**config.mk**
```make
export PLATFORM = sky130hd
export DESIGN_NAME = ws2801_strip_driver_flat
export DESIGN_NICKNAME = d
export VERILOG_FILES = /design/src/rtl/ws2801_strip_driver_pkg.sv /design/src/rtl/ws2801_strip_driver_if.sv /design/src/rtl/ws2801_tick_gen.sv /design/src/rtl/ws2801_strip_driver.sv /design/src/flat_wrapper.sv
export SDC_FILE = /design/constraint.sdc
export NUM_CORES = 1
export LEC_CHECK = 0
export CORE_MARGIN = 2
export CORE_UTILIZATION = 59
export DETAILED_ROUTE_END_ITERATION = 7
export GPL_ROUTABILITY_DRIVEN = 0
export PLACE_DENSITY = 0.84
export SETUP_SLACK_MARGIN = 0.4
export SLEW_MARGIN = 10
export SYNTH_ARGS = -nofsm -noshare
export SYNTH_HDL_FRONTEND = slang
export SYNTH_SLANG_ARGS = --single-unit
```
**constraint.sdc**
```tcl
create_clock -name clk -period 4.35 [get_ports clk]
set_input_delay 0.87 -clock clk [delete_from_list [all_inputs] [get_ports clk]]
set_output_delay 0.87 -clock clk [all_outputs]
set_load 0.01 [all_outputs]
```
**src/rtl/ws2801_strip_driver_pkg.sv**
```systemverilog
// Shared types and constants for the WS2801 strip driver.
package ws2801_pkg;

    localparam int RGB_BITS = 24;
    localparam int LATCH_US = 501;
    localparam int CLK_MHZ  = 50;

    typedef struct packed {
        logic [7:0] red;
        logic [7:0] green;
        logic [7:0] blue;
    } rgb_t;

    typedef enum logic [2:0] {
        IDLE,
        LOAD,
        SHIFT_LO,
        SHIFT_HI,
        LATCH
    } drv_state_t;

endpackage

```
**src/rtl/ws2801_strip_driver_if.sv**
```systemverilog
// Pixel stream handshake: the frame buffer is the master, the strip driver the slave.
interface ws2801_strip_driver_if;
    import ws2801_pkg::*;

    rgb_t pix_data;
    logic pix_valid;
    logic pix_ready;

    modport master (output pix_data, output pix_valid, input pix_ready);
    modport slave  (input pix_data, input pix_valid, output pix_ready);
endinterface

```
**src/rtl/ws2801_tick_gen.sv**
```systemverilog
// Half-period counter for CKO: restarts on load_i, ticks on the last cycle of each half-period.
module ws2801_tick_gen #(
    parameter int CLK_DIV = 2
) (
    input  logic clk,
    input  logic reset,
    input  logic load_i,
    output logic tick_o
);
    localparam int              CNT_W = $clog2(CLK_DIV + 1);
    localparam logic [CNT_W-1:0] LAST = CNT_W'(CLK_DIV - 1);

    logic [CNT_W-1:0] cnt_q, cnt_d;

    // NOTE: every always_comb output gets a default first so no path can infer a latch.
    always_comb begin
        cnt_d = cnt_q;
        if (load_i) begin
            cnt_d = '0;
        end else if (cnt_q != LAST) begin
            cnt_d = cnt_q + 1'b1;
        end
    end

    // NOTE: sequential state uses non-blocking assignments only.
    always_ff @(posedge clk) begin
        if (reset) begin
            cnt_q <= '0;
        end else begin
            cnt_q <= cnt_d;
        end
    end

    assign tick_o = (cnt_q == LAST);
endmodule

```
**src/rtl/ws2801_strip_driver.sv**
```systemverilog
// WS2801 strip transmitter: streams LEDS RGB words MSB-first onto SDO/CKO, then holds CKO low to latch.
// Build option WS2801_UNDERRUN_EN adds a sticky flag for long mid-frame pixel stalls.
module ws2801_strip_driver
    import ws2801_pkg::*;
#(
    parameter int LEDS         = 5,
    parameter int CLK_DIV      = 2,
    parameter int LATCH_CYCLES = LATCH_US * CLK_MHZ
) (
    input  logic                         clk,
    input  logic                         reset,
    input  logic                         start,
    ws2801_strip_driver_if.slave         pix,
    output logic                         SDO,
    output logic                         CKO,
    output logic                         busy,
    output logic                         done,
    output logic                         underrun
);
    localparam int               LED_W    = $clog2(LEDS + 1);
    localparam int               LAT_W    = $clog2(LATCH_CYCLES + 1);
    localparam logic [LED_W-1:0] LED_LAST = LED_W'(LEDS - 1);
    localparam logic [LAT_W-1:0] LAT_LAST = LAT_W'(LATCH_CYCLES - 1);

    drv_state_t       state_q, state_d;
    logic [LED_W-1:0] led_q, led_d;
    logic [4:0]       bit_q, bit_d;
    logic [RGB_BITS-1:0] shift_q, shift_d;
    logic [LAT_W-1:0] lat_q, lat_d;
    logic             post_rst_q, post_rst_d;
    logic             sdo_q, sdo_d, cko_q, cko_d, busy_q, busy_d, done_q, done_d;
    logic             div_load, div_tick;

    ws2801_tick_gen #(.CLK_DIV(CLK_DIV)) u_tick (
        .clk    (clk),
        .reset  (reset),
        .load_i (div_load),
        .tick_o (div_tick)
    );

    always_comb begin
        state_d    = state_q;
        led_d      = led_q;
        bit_d      = bit_q;
        shift_d    = shift_q;
        lat_d      = lat_q;
        post_rst_d = post_rst_q;
        case (state_q)
            IDLE: if (start) begin
                state_d = LOAD;
                led_d   = '0;
                bit_d   = '0;
            end
            LOAD: if (pix.pix_valid) begin
                shift_d = pix.pix_data;
                bit_d   = 5'(RGB_BITS - 1);
                state_d = SHIFT_LO;
            end
            SHIFT_LO: if (div_tick) state_d = SHIFT_HI;
            SHIFT_HI: if (div_tick) begin
                if (bit_q != '0) begin
                    shift_d = {shift_q[RGB_BITS-2:0], 1'b0};
                    bit_d   = bit_q - 1'b1;
                    state_d = SHIFT_LO;
                end else if (led_q < LED_LAST) begin
                    led_d   = led_q + 1'b1;
                    state_d = LOAD;
                end else begin
                    lat_d   = '0;
                    state_d = LATCH;
                end
            end
            LATCH: begin
                if (lat_q == LAT_LAST) begin
                    state_d    = IDLE;
                    post_rst_d = 1'b0;
                end else begin
                    lat_d = lat_q + 1'b1;
                end
            end
            default: state_d = IDLE;
        endcase

        // Outputs are registered, so they are decoded from the upcoming state.
        div_load = (state_d != state_q);
        cko_d    = (state_d == SHIFT_HI);
        sdo_d    = (state_d == SHIFT_LO || state_d == SHIFT_HI) ? shift_d[RGB_BITS-1] : 1'b0;
        busy_d   = (state_d != IDLE);
        done_d   = (state_d == LATCH) && (lat_d == LAT_LAST) && !post_rst_d;
    end

    // Reset lands in LATCH so a strip left mid-frame is flushed, without a done pulse.
    always_ff @(posedge clk) begin
        if (reset) begin
            state_q    <= LATCH;
            led_q      <= '0;
            bit_q      <= '0;
            shift_q    <= '0;
            lat_q      <= '0;
            post_rst_q <= 1'b1;
            sdo_q      <= 1'b0;
            cko_q      <= 1'b0;
            busy_q     <= 1'b1;
            done_q     <= 1'b0;
        end else begin
            state_q    <= state_d;
            led_q      <= led_d;
            bit_q      <= bit_d;
            shift_q    <= shift_d;
            lat_q      <= lat_d;
            post_rst_q <= post_rst_d;
            sdo_q      <= sdo_d;
            cko_q      <= cko_d;
            busy_q     <= busy_d;
            done_q     <= done_d;
        end
    end

`ifdef WS2801_UNDERRUN_EN
    localparam int                 STALL_LIMIT = LATCH_CYCLES / 2;
    localparam int                 STALL_W     = (STALL_LIMIT < 1) ? 1 : $clog2(STALL_LIMIT + 1);
    localparam logic [STALL_W-1:0] STALL_MAX   = STALL_W'(STALL_LIMIT);

    logic [STALL_W-1:0] stall_q, stall_d;
    logic               underrun_q, underrun_d;

    always_comb begin
        stall_d    = '0;
        underrun_d = underrun_q;
        if (state_q == IDLE && start) begin
            underrun_d = 1'b0;
        end else if (state_q == LOAD && !pix.pix_valid && led_q != '0) begin
            stall_d = (stall_q == STALL_MAX) ? stall_q : stall_q + 1'b1;
            if (stall_d == STALL_MAX) underrun_d = 1'b1;
        end
    end

    always_ff @(posedge clk) begin
        if (reset) begin
            stall_q    <= '0;
            underrun_q <= 1'b0;
        end else begin
            stall_q    <= stall_d;
            underrun_q <= underrun_d;
        end
    end

    assign underrun = underrun_q;
`else
    assign underrun = 1'b0;
`endif

    assign pix.pix_ready = (state_q == LOAD);
    assign SDO  = sdo_q;
    assign CKO  = cko_q;
    assign busy = busy_q;
    assign done = done_q;
endmodule

```
**src/flat_wrapper.sv**
```systemverilog
// flat-port wrapper written by rule: the top's interface ports become plain ports
module ws2801_strip_driver_flat import ws2801_pkg::*;
#(
    parameter int LEDS         = 5,
    parameter int CLK_DIV      = 2,
    parameter int LATCH_CYCLES = LATCH_US * CLK_MHZ
)
  (clk, reset, start, SDO, CKO, busy, done, underrun, pix_pix_data, pix_pix_valid, pix_pix_ready);
  ws2801_strip_driver_if pix_i ();
  input  logic clk;
  input  logic reset;
  input  logic start;
  output logic SDO;
  output logic CKO;
  output logic busy;
  output logic done;
  output logic underrun;
  input wire logic [$bits(pix_i.pix_data)-1:0] pix_pix_data;
  input wire logic [$bits(pix_i.pix_valid)-1:0] pix_pix_valid;
  output wire logic [$bits(pix_i.pix_ready)-1:0] pix_pix_ready;
  assign pix_i.pix_data = pix_pix_data;
  assign pix_i.pix_valid = pix_pix_valid;
  assign pix_pix_ready = pix_i.pix_ready;
  ws2801_strip_driver #(.LEDS(LEDS), .CLK_DIV(CLK_DIV), .LATCH_CYCLES(LATCH_CYCLES)) u_core (.clk(clk), .reset(reset), .start(start), .pix(pix_i), .SDO(SDO), .CKO(CKO), .busy(busy), .done(done), .underrun(underrun));
endmodule
```
==> flow_metrics.py, run 1 <==
metrics = {
    "status": {
        "status": "finished clean",
    },
    "worst_setup_path": {
        "start_kind": "flip-flop",
        "worstPathRequired_ns": 4.63,
        "path_class": "flip-flop to flip-flop",
        "crit_fanout": 16,
        "cp_data_arrival_time_ns": 3.20,
        "end_kind": "flip-flop",
    },
    "floorplanning": {
        "initial_core_util": 0.626,
        "die_area_sq_mm": 0.00528,
        "coreArea_sq_mm": 0.00444,
        "die_h_um": 72.6,
        "rows": 24,
        "ioPinCount": 34,
        "die-width_um": 72.6,
    },
    "power_and_ir_drop": {
        "power_density_mw_per_mm2": 324,
        "switching_share": 0.222,
        "p_sw_w": 0.000235,
        "worst_ir_drop_vdd_v": 0.000190,
        "p_int_w": 0.000823,
        "power_frac_clock": 0.408,
        "p_comb_frac": 0.079,
        "seqPwrFrac": 0.513,
        "p_leak_nw": 1.16,
    },
    "clock_tree": {
        "clk_latency_ns": 0.33,
        "clk_pin_slew_ns": 0.06,
        "clock-sinks": 57,
        "cts_setup_buffers": 0,
        "cts_root_buffer": "clkbuf_8",
        "cts_tree": "yes",
        "clockBufferDepth": 2,
        "cts_max_level": 3,
        "cts-resized-gates": 0,
        "cts_buffers": 9,
        "holdBufCountCts": 0,
    },
    "cells_and_area": {
        "drive_gt1_frac": 0.0514,
        "antenna_cells": 0,
        "synthToLayoutAreaGrowth_pct": 17.5,
        "fillers": 351,
        "seq_area_sq_mm": 0.00114,
        "final_cell_mix": "57 x dfxtp_1, 45 x nand2_1, 45 x a21oi_1, 35 x nor2_1, 32 x clkdlybuf4s50_1",
        "multiInputGateArea_sq_mm": 0.00151,
        "final_common_cell": "dfxtp_1",
        "finalNetCount": 402,
    },
    "detailed_routing": {
        "vias": 2548,
        "wl_per_cell_um": 15.3,
        "vias_per_cell": 6.04,
        "drt_iter0_drc": 263,
        "routed_wl_mm": 6.44,
        "drc": 0,
        "firstDrtPassIters": 4,
        "ant_nets": 0,
    },
    "run": {
        "cap_violations": 0,
    },
    "place": {
        "io_buffers": 32,
        "dpl.hpwl_mm": 4.39,
    },
    "logic_synthesis": {
        "synth.avg_cell_area_sq_um": 8.08,
        "synth_cells": 344,
        "synthesis.nets": 378,
        "synth_ff_type": "dfxtp_1",
        "ys_seq_area_frac": 0.410,
        "netlist_area_sq_mm": 0.00278,
        "synthArstFlopShare": 0,
        "synth_edf_count": 0,
        "synth_warnings": 0,
        "synth-seq-cells": 57,
        "synth.distinct_cells": 50,
    },
    "global_routing": {
        "antenna_found_initial": 0,
        "grt_first_pass_wirelength_mm": 10.5,
        "grt_pass1_vias": 2342,
        "grt_max_degree": 45,
        "track_usage": 0.257,
        "gr-total-overflow": 0,
    },
    "timing": {
        "min_period_ns": 2.93,
        "tightest_slew_ns": 0.836,
        "post-route-period-util": 0.673,
        "rsz0062_at_grt": "false",
        "slew_viol_final": 0,
        "hold_violations": 0,
        "setup_violations": 0,
        "hold_slack_ns": 0.457,
        "max_freq_ghz": 0.341,
        "final.setup.tns_ns": 0,
        "max_slew_margin": 0.436,
        "clock-skew-final_ns": 0.00802,
    },
    "worst_hold_path": {
        "hold_class": "flip-flop to flip-flop",
    },
}
## Yosys cell counts (all sizes together), types with 4 or more instances
master	instances	area [sq um]
dfxtp	57	1140
a21oi	45	225
nand2	45	169
nor2	35	131
a22oi	24	180
clkbuf	20	75.1
inv	9	33.8
nand3	9	45.0
nand4	7	43.8
o21ai	7	35.0
ha	6	75.1
nor3	6	30.0
and2	5	31.3
xnor2	5	43.8
a211oi	4	30.0
a41oi	4	35.0
nand2b	4	25.0
nor4	4	25.0
xor2	4	35.0
## cell families (layout without fill, tap and decap cells)
group / count (synthesis) / in the layout / synth area share
other: 1 / 1 / 0.00135
adders and majority gates: 6 / 6 / 0.0270
and+or+nand+nor: 138 / 138 / 0.250
xor gates and xnor gates: 9 / 9 / 0.0284
muxes: 2 / 2 / 0.00720
DFF: 57 / 57 / 0.410
AOI/OAI and AO/OA: 99 / 99 / 0.228
buffers and inverters: 32 / 58 / 0.0473
## power by group through the flow
stage               sequential, W  clock, W  combinational [W]
floorplan                0.000551         0          0.0000502
global placement         0.000553         0          0.0000814
detailed placement       0.000554         0          0.0000837
CTS                      0.000542  0.000438          0.0000841
global route             0.000543  0.000461          0.0000979
finish                   0.000543  0.000431          0.0000840
## worst max-delay path, cell delays in order (launching register included)
cell	delay (ns)
dfxtp_1	0.58
nor3b_4	0.65
a41oi_1	0.22
or4_1	0.48
or4_1	0.51
nor4b_1	0.23
and4_1	0.20
## worst paths after layout
check                                       start                         endpoint  slack [ns]  cells past startpoint
setup / recovery     u_core.state_q[2]$_SDFF_PP1_           u_core.done$_SDFF_PP0_        1.42                      6
hold / removal    u_core.shift_q[15]$_SDFFE_PP0P_  u_core.shift_q[15]$_SDFFE_PP0P_        0.46                      2
hold reg to reg   u_core.shift_q[15]$_SDFFE_PP0P_  u_core.shift_q[15]$_SDFFE_PP0P_        0.46                      2
setup reg to reg     u_core.state_q[2]$_SDFF_PP1_           u_core.done$_SDFF_PP0_        1.42                      6
## registers in the layout (all words and copies together), names as in the netlist
name                 count
u_core.lat_q            15
u_core.state_q           3
u_core.busy              1
u_core.done              1
u_core.SDO               1
u_core.shift_q          24
u_core.bit_q             5
u_core.u_tick.cnt_q      2
u_core.post_rst_q        1
u_core.led_q             3
u_core.CKO               1
## per-stage QoR
stage / worst slack [ns] / instances / power (W) / util / area [sq um]
global route: 1.20 / 422 / 0.00110 / 0.735 / 3270
detailed placement: 1.46 / 409 / 0.000638 / 0.697 / 3100
finish: 1.42 / 422 / 0.00106 / 0.735 / 3270
CTS: 1.44 / 422 / 0.00106 / 0.735 / 3270
floorplan: 2.09 / 344 / 0.000601 / - / 2780
global placement: 1.55 / 409 / 0.000635 / 0.697 / 3100
## cell type report
cell class / instances / share of cell area
Inverter: 9 / 0.0103
Multi-Input combinational cell: 255 / 0.462
Clock buffer: 13 / 0.0517
Timing Repair Buffer: 36 / 0.107
Sequential cell: 57 / 0.349
Tap cell: 52 / 0.0199
## layer usage
metal	global-route usage	wire, um	vias to the layer above
met5	0	0	-
met3	0.0511	245	10
li1	-	-	1287
met1	0.318	2860	1189
met2	0.435	3220	62
met4	0.105	108	0
(Power assumes the default switching activity.)
==> inputs of run 2 (changes only) <==
- CORE_UTILIZATION: 59 -> 55
- PLACE_DENSITY: 0.84 -> 0.79
- clock period: 4.35 -> 2.9 ns (I/O delays scaled with it)
==> flow_metrics.py, run 2 (synthesis results as in run 1) <==
metrics = {
    "timing": {
        "hold_slack_ns": 0.455,
        "max_freq_ghz": 0.417,
        "min_period_ns": 2.40,
        "rsz0062_at_grt": "false",
        "setup_violations": 0,
        "max_slew_margin": 0.581,
        "post-route-period-util": 0.826,
        "hold_violations": 0,
        "slew_viol_final": 0,
        "tightest_slew_ns": 0.623,
        "final.setup.tns_ns": 0,
        "clock-skew-final_ns": 0.00318,
    },
    "worst_setup_path": {
        "critPathBufInv": 0,
        "worstPathRequired_ns": 3.18,
        "crit_path_cell_trace": "ha_1, and3_1, or4b_2, xnor2_1, a22oi_1, nor4b_1, and4_1",
        "cp_data_arrival_time_ns": 2.67,
        "r2r_setup_slack_ns": 0.50,
        "end_kind": "flip-flop",
        "ff2ff_path_depth": 7,
        "path_class": "flip-flop to flip-flop",
        "slowest_stage": "or4b_2",
        "reg2reg_from": "u_core.lat_q[1]$_SDFF_PP0_",
        "start_kind": "flip-flop",
        "r2r_end": "u_core.done$_SDFF_PP0_",
        "crit_fanout": 6,
        "cp_top_family": "simple AND/OR/NAND/NOR gates",
        "slowest_delay_ns": 0.62,
    },
    "worst_hold_path": {
        "holdPathStages": 2,
        "hold_end": "u_core.shift_q[8]$_SDFFE_PP0P_",
        "hp-start": "u_core.shift_q[8]$_SDFFE_PP0P_",
        "hold_class": "flip-flop to flip-flop",
    },
    "cells_and_area": {
        "final_cell_mix": "54 x dfxtp_1, 45 x nand2_1, 45 x a21oi_1, 35 x nor2_1, 32 x clkdlybuf4s50_1",
        "top_regs": "u_core.shift_q (24), u_core.lat_q (15), u_core.bit_q (5)",
        "final_common_cell": "dfxtp_1",
        "largest_reg_flops": 24,
        "fin_area_sq_mm": 0.00333,
        "finalNetCount": 406,
        "largest-register": "u_core.shift_q",
        "fillers": 405,
        "synthToLayoutAreaGrowth_pct": 19.9,
        "antenna_cells": 0,
        "drive_gt1_frac": 0.0771,
    },
    "global_routing": {
        "antenna_found_initial": 0,
        "gr-total-overflow": 0,
        "grt_max_degree": 44,
        "track_usage": 0.245,
        "grt_first_pass_wirelength_mm": 10.5,
        "grt_pass1_vias": 2360,
    },
    "clock_tree": {
        "cts_tree": "yes",
        "cts_max_level": 3,
        "clock-sinks": 57,
        "clk_pin_slew_ns": 0.06,
        "clockBufferDepth": 2,
        "cts_buffers": 9,
        "cts_root_buffer": "clkbuf_8",
        "cts_setup_buffers": 0,
        "clk_latency_ns": 0.33,
    },
    "floorplanning": {
        "die-width_um": 75.1,
        "ioPinCount": 34,
        "initial_core_util": 0.581,
        "rows": 25,
        "die_h_um": 75.1,
        "die_area_sq_mm": 0.00564,
        "coreArea_sq_mm": 0.00479,
    },
    "detailed_routing": {
        "drt_iter0_drc": 257,
        "wl_per_cell_um": 14.5,
        "routed_wl_mm": 6.44,
        "vias_per_cell": 5.90,
        "firstDrtPassIters": 5,
        "vias": 2614,
        "drc": 0,
        "ant_nets": 0,
    },
    "power_and_ir_drop": {
        "p_leak_nw": 1.19,
        "worst_ir_drop_vdd_v": 0.000348,
        "power_density_mw_per_mm2": 482,
    },
    "run": {
        "cap_violations": 0,
    },
    "place": {
        "dpl.hpwl_mm": 4.36,
        "io_buffers": 32,
        "dpl-instance-area_sq_mm": 0.00315,
    },
    "status": {
        "status": "finished clean",
    },
}
-- run 2: cell types whose count changed in the layout (fill, tap and decap cells not counted) --
| cell | change |
|---|---|
| dfxtp_4 | +1 |
| clkinv_2 | +3 |
| dfxtp_1 | -3 |
| clkbuf_1 | -1 |
| dfxtp_2 | +2 |
| buf_4 | +4 |
-- run 2: tightest hold or removal path: stages (launching register included) --
cell,delay [ns]
dfxtp_1,0.31
nand2_1,0.05
a21oi_1,0.05
-- run 2: worst max path at each step --
stage	from	to	depth (start not counted)
final	u_core.lat_q[1]$_SDFF_PP0_	u_core.done$_SDFF_PP0_	7
after global routing	u_core.bit_q[0]$_SDFFE_PP0P_	u_core.done$_SDFF_PP0_	8
after CTS	u_core.lat_q[0]$_SDFF_PP0_	u_core.done$_SDFF_PP0_	7
after detailed placement	u_core.state_q[2]$_SDFF_PP1_	u_core.done$_SDFF_PP0_	6
after global placement	u_core.state_q[2]$_SDFF_PP1_	u_core.done$_SDFF_PP0_	6
after floorplan	u_core.state_q[0]$_SDFF_PP0_	u_core.done$_SDFF_PP0_	7
-- run 2: repair_timing --
action,in CTS,in global routing
endpoints found under the setup margin,2,1
gates resized for setup,2,2
hold buffers,0,0
gates cloned,0,0
endpoints found under the hold margin,0,0
-- run 2: cell type report --
cell class / count / area, sq um / share of cell area
Tap cell: 67 / 83.8 / 0.0252
Multi-Input combinational cell: 255 / 1510 / 0.452
Sequential cell: 57 / 1150 / 0.344
Timing Repair Buffer: 40 / 380 / 0.114
Inverter: 9 / 33.8 / 0.0101
Clock buffer: 12 / 165 / 0.0495
Clock inverter: 3 / 15.0 / 0.00450
-- run 2: metal layers --
metal  up-vias  GRT usage  part of all wire
li1       1292          -                 -
met1      1197      0.321              0.43
met2       105      0.390              0.49
met3        20     0.0495             0.059
met4         0      0.115             0.023
met5         -          0                 0
-- run 2: power by group --
group	internal (W)	total, W	switching (W)
registers	0.000800	0.000814	0.0000132
logic	0.0000668	0.000126	0.0000592
clock network	0.000370	0.000666	0.000296
total	0.00124	0.00161	0.000368
-- run 2: metrics by stage --
step / setup WS, ns / std cells / util / total power, W
2_1_floorplan: 0.640 / 344 / - / 0.000902
6_report: 0.505 / 443 / 0.696 / 0.00161
4_1_cts: 0.459 / 443 / 0.696 / 0.00162
3_5_place_dp: 0.368 / 428 / 0.658 / 0.000957
5_1_grt: 0.425 / 443 / 0.696 / 0.00168
3_3_place_gp: 0.451 / 428 / 0.658 / 0.000953
==> inputs of run 3 (changes only) <==
- CORE_UTILIZATION: 55 -> 50
- PLACE_DENSITY: 0.79 -> 0.76
- clock period: 2.9 -> 2.2 ns (I/O delays scaled with it)
==> flow_metrics.py, run 3 (synthesis results as in run 1) <==
metrics = {
    "clock_tree": {
        "cts_max_level": 3,
        "clk_latency_ns": 0.35,
        "clockBufferDepth": 2,
        "holdBufCountCts": 0,
        "clk_pin_slew_ns": 0.07,
        "cts_root_buffer": "clkbuf_8",
        "cts_buffers": 9,
        "cts_tree": "yes",
        "clock-sinks": 57,
    },
    "cells_and_area": {
        "drive_gt1_frac": 0.332,
        "final_common_cell": "dfxtp_1",
        "largest_reg_flops": 24,
        "synthToLayoutAreaGrowth_pct": 53.0,
        "top_regs": "u_core.shift_q (24), u_core.lat_q (15), u_core.bit_q (5)",
        "antenna_cells": 0,
        "finalNetCount": 463,
        "final_cell_mix": "47 x dfxtp_1, 43 x buf_4, 42 x nand2_1, 39 x a21oi_1, 31 x clkdlybuf4s50_1",
        "largest-register": "u_core.shift_q",
        "final_core_utilization": 0.782,
    },
    "global_routing": {
        "antenna_found_initial": 0,
        "met2_usage": 0.454,
        "grt_util_met3": 0.0793,
        "grt_use_met1": 0.300,
        "grt_pass1_vias": 2920,
        "grt_max_degree": 27,
        "grt_first_pass_wirelength_mm": 13.0,
        "track_usage": 0.267,
        "grt_busiest_layer": "met2",
        "gr-total-overflow": 0,
    },
    "power_and_ir_drop": {
        "seqPwrFrac": 0.438,
        "power_density_mw_per_mm2": 577,
        "worst_ir_drop_vdd_v": 0.000430,
        "power_frac_clock": 0.454,
        "p_sw_w": 0.000593,
        "switching_share": 0.242,
        "p_int_w": 0.00186,
        "p_leak_nw": 1.58,
        "p_comb_frac": 0.108,
    },
    "timing": {
        "timing.final.ws_setup_ns": -0.187,
        "slew_viol_final": 0,
        "hold_violations": 0,
        "post-route-period-util": 1.08,
        "rsz0062_at_grt": "true",
        "max_freq_ghz": 0.419,
        "setup_violations": 1,
        "clock-skew-final_ns": 0.00692,
        "min_period_ns": 2.39,
        "hold_slack_ns": 0.460,
    },
    "floorplanning": {
        "die_area_sq_mm": 0.00617,
        "rows": 27,
        "coreArea_sq_mm": 0.00544,
        "ioPinCount": 34,
        "die-width_um": 78.6,
        "die_h_um": 78.6,
        "initial_core_util": 0.511,
    },
    "worst_setup_path": {
        "path_class": "flip-flop to flip-flop",
        "r2r_end": "u_core.done$_SDFF_PP0_",
        "crit_path_cell_trace": "nand4_1, buf_4, or4_4, xor2_2, a21oi_1, nor4_1, and4_1",
        "slowest_delay_ns": 0.53,
        "ff2ff_path_depth": 7,
        "start_kind": "flip-flop",
        "r2r_setup_slack_ns": -0.19,
        "worstPathRequired_ns": 2.48,
        "end_kind": "flip-flop",
        "reg2reg_from": "u_core.lat_q[6]$_SDFF_PP0_",
        "slowest_stage": "or4_4",
        "cp_data_arrival_time_ns": 2.66,
        "crit_fanout": 5,
    },
    "worst_hold_path": {
        "hold_end": "u_core.shift_q[22]$_SDFFE_PP0P_",
        "hold_class": "flip-flop to flip-flop",
        "hp-start": "u_core.shift_q[22]$_SDFFE_PP0P_",
        "holdPathStages": 2,
    },
    "run": {
        "cap_violations": 0,
    },
    "status": {
        "status": "finished, violations left",
        "violations": "negative setup slack",
    },
    "detailed_routing": {
        "wl_per_cell_um": 18.0,
        "drc": 0,
        "firstDrtPassIters": 4,
        "vias_per_cell": 5.92,
        "routed_wl_mm": 9.12,
        "ant_nets": 0,
        "drt_iter0_drc": 201,
        "vias": 2994,
    },
    "place": {
        "dpl.hpwl_mm": 5.03,
        "dpl_worst_slack_ns": -0.0104,
        "io_buffers": 32,
    },
}
## run 3: cell type report
| type | count | area, sq um |
|---|---|---|
| Tap cell | 72 | 90.1 |
| Timing Repair Buffer | 97 | 911 |
| Fill cell | 348 | 1190 |
| Multi-Input combinational cell | 255 | 1830 |
| Inverter | 9 | 41.3 |
| Clock inverter | 6 | 90.1 |
| Sequential cell | 57 | 1160 |
| Clock buffer | 10 | 138 |
## run 3: critical path, delay by kind of cell, from the launching register on
kind / cells / cell delay [ns]
buffers and inverters: 1 / 0.18
and+or+nand+nor: 4 / 1.38
DFF: 1 / 0.42
xor gates and xnor gates: 1 / 0.23
AOI/OAI and AO/OA: 1 / 0.12
## run 3: per-stage QoR
step / setup TNS [ns] / area [sq um] / instances / total power [W]
final: -0.187 / 4250 / 506 / 0.00245
after global routing: -0.279 / 4250 / 506 / 0.00254
after CTS: 0 / 3890 / 490 / 0.00241
after detailed placement: -0.0104 / 3420 / 461 / 0.00129
after global placement: 0 / 3420 / 461 / 0.00128
after floorplan: -0.0109 / 2830 / 344 / 0.00119
## run 3: power by group through the flow
stage | sequential, W | clock [W] | combinational [W]
after floorplan | 0.00109 | 0 | 0.000101
after global placement | 0.00109 | 0 | 0.000191
after detailed placement | 0.00109 | 0 | 0.000202
after CTS | 0.00107 | 0.00112 | 0.000216
after global routing | 0.00108 | 0.00118 | 0.000282
final | 0.00107 | 0.00111 | 0.000266
## run 3: worst max-delay path by stage
stage | cells after the start | from | to | slack (ns)
after floorplan | 7 | u_core.state_q[0]$_SDFF_PP0_ | u_core.done$_SDFF_PP0_ | -0.01
final | 7 | u_core.lat_q[6]$_SDFF_PP0_ | u_core.done$_SDFF_PP0_ | -0.19
after CTS | 7 | u_core.bit_q[0]$_SDFFE_PP0P_ | u_core.done$_SDFF_PP0_ | 0.10
after detailed placement | 8 | u_core.bit_q[1]$_SDFFE_PP0P_ | u_core.done$_SDFF_PP0_ | -0.01
after global placement | 8 | u_core.bit_q[1]$_SDFFE_PP0P_ | u_core.done$_SDFF_PP0_ | 0.08
after global routing | 7 | u_core.lat_q[6]$_SDFF_PP0_ | u_core.done$_SDFF_PP0_ | -0.28
## run 3: what timing repair did
item | CTS | global route
cloned | 0 | 1
pin swaps | 16 | 29
gates resized for setup | 47 | 61
setup endpoints to repair | 50 | 53
setup buffers | 13 | 15
## run 3: layer usage
layer	vias to the layer above	wire, um
met2	93	4690
met1	1447	3620
met5	-	0
li1	1416	-
met4	0	403
met3	38	408
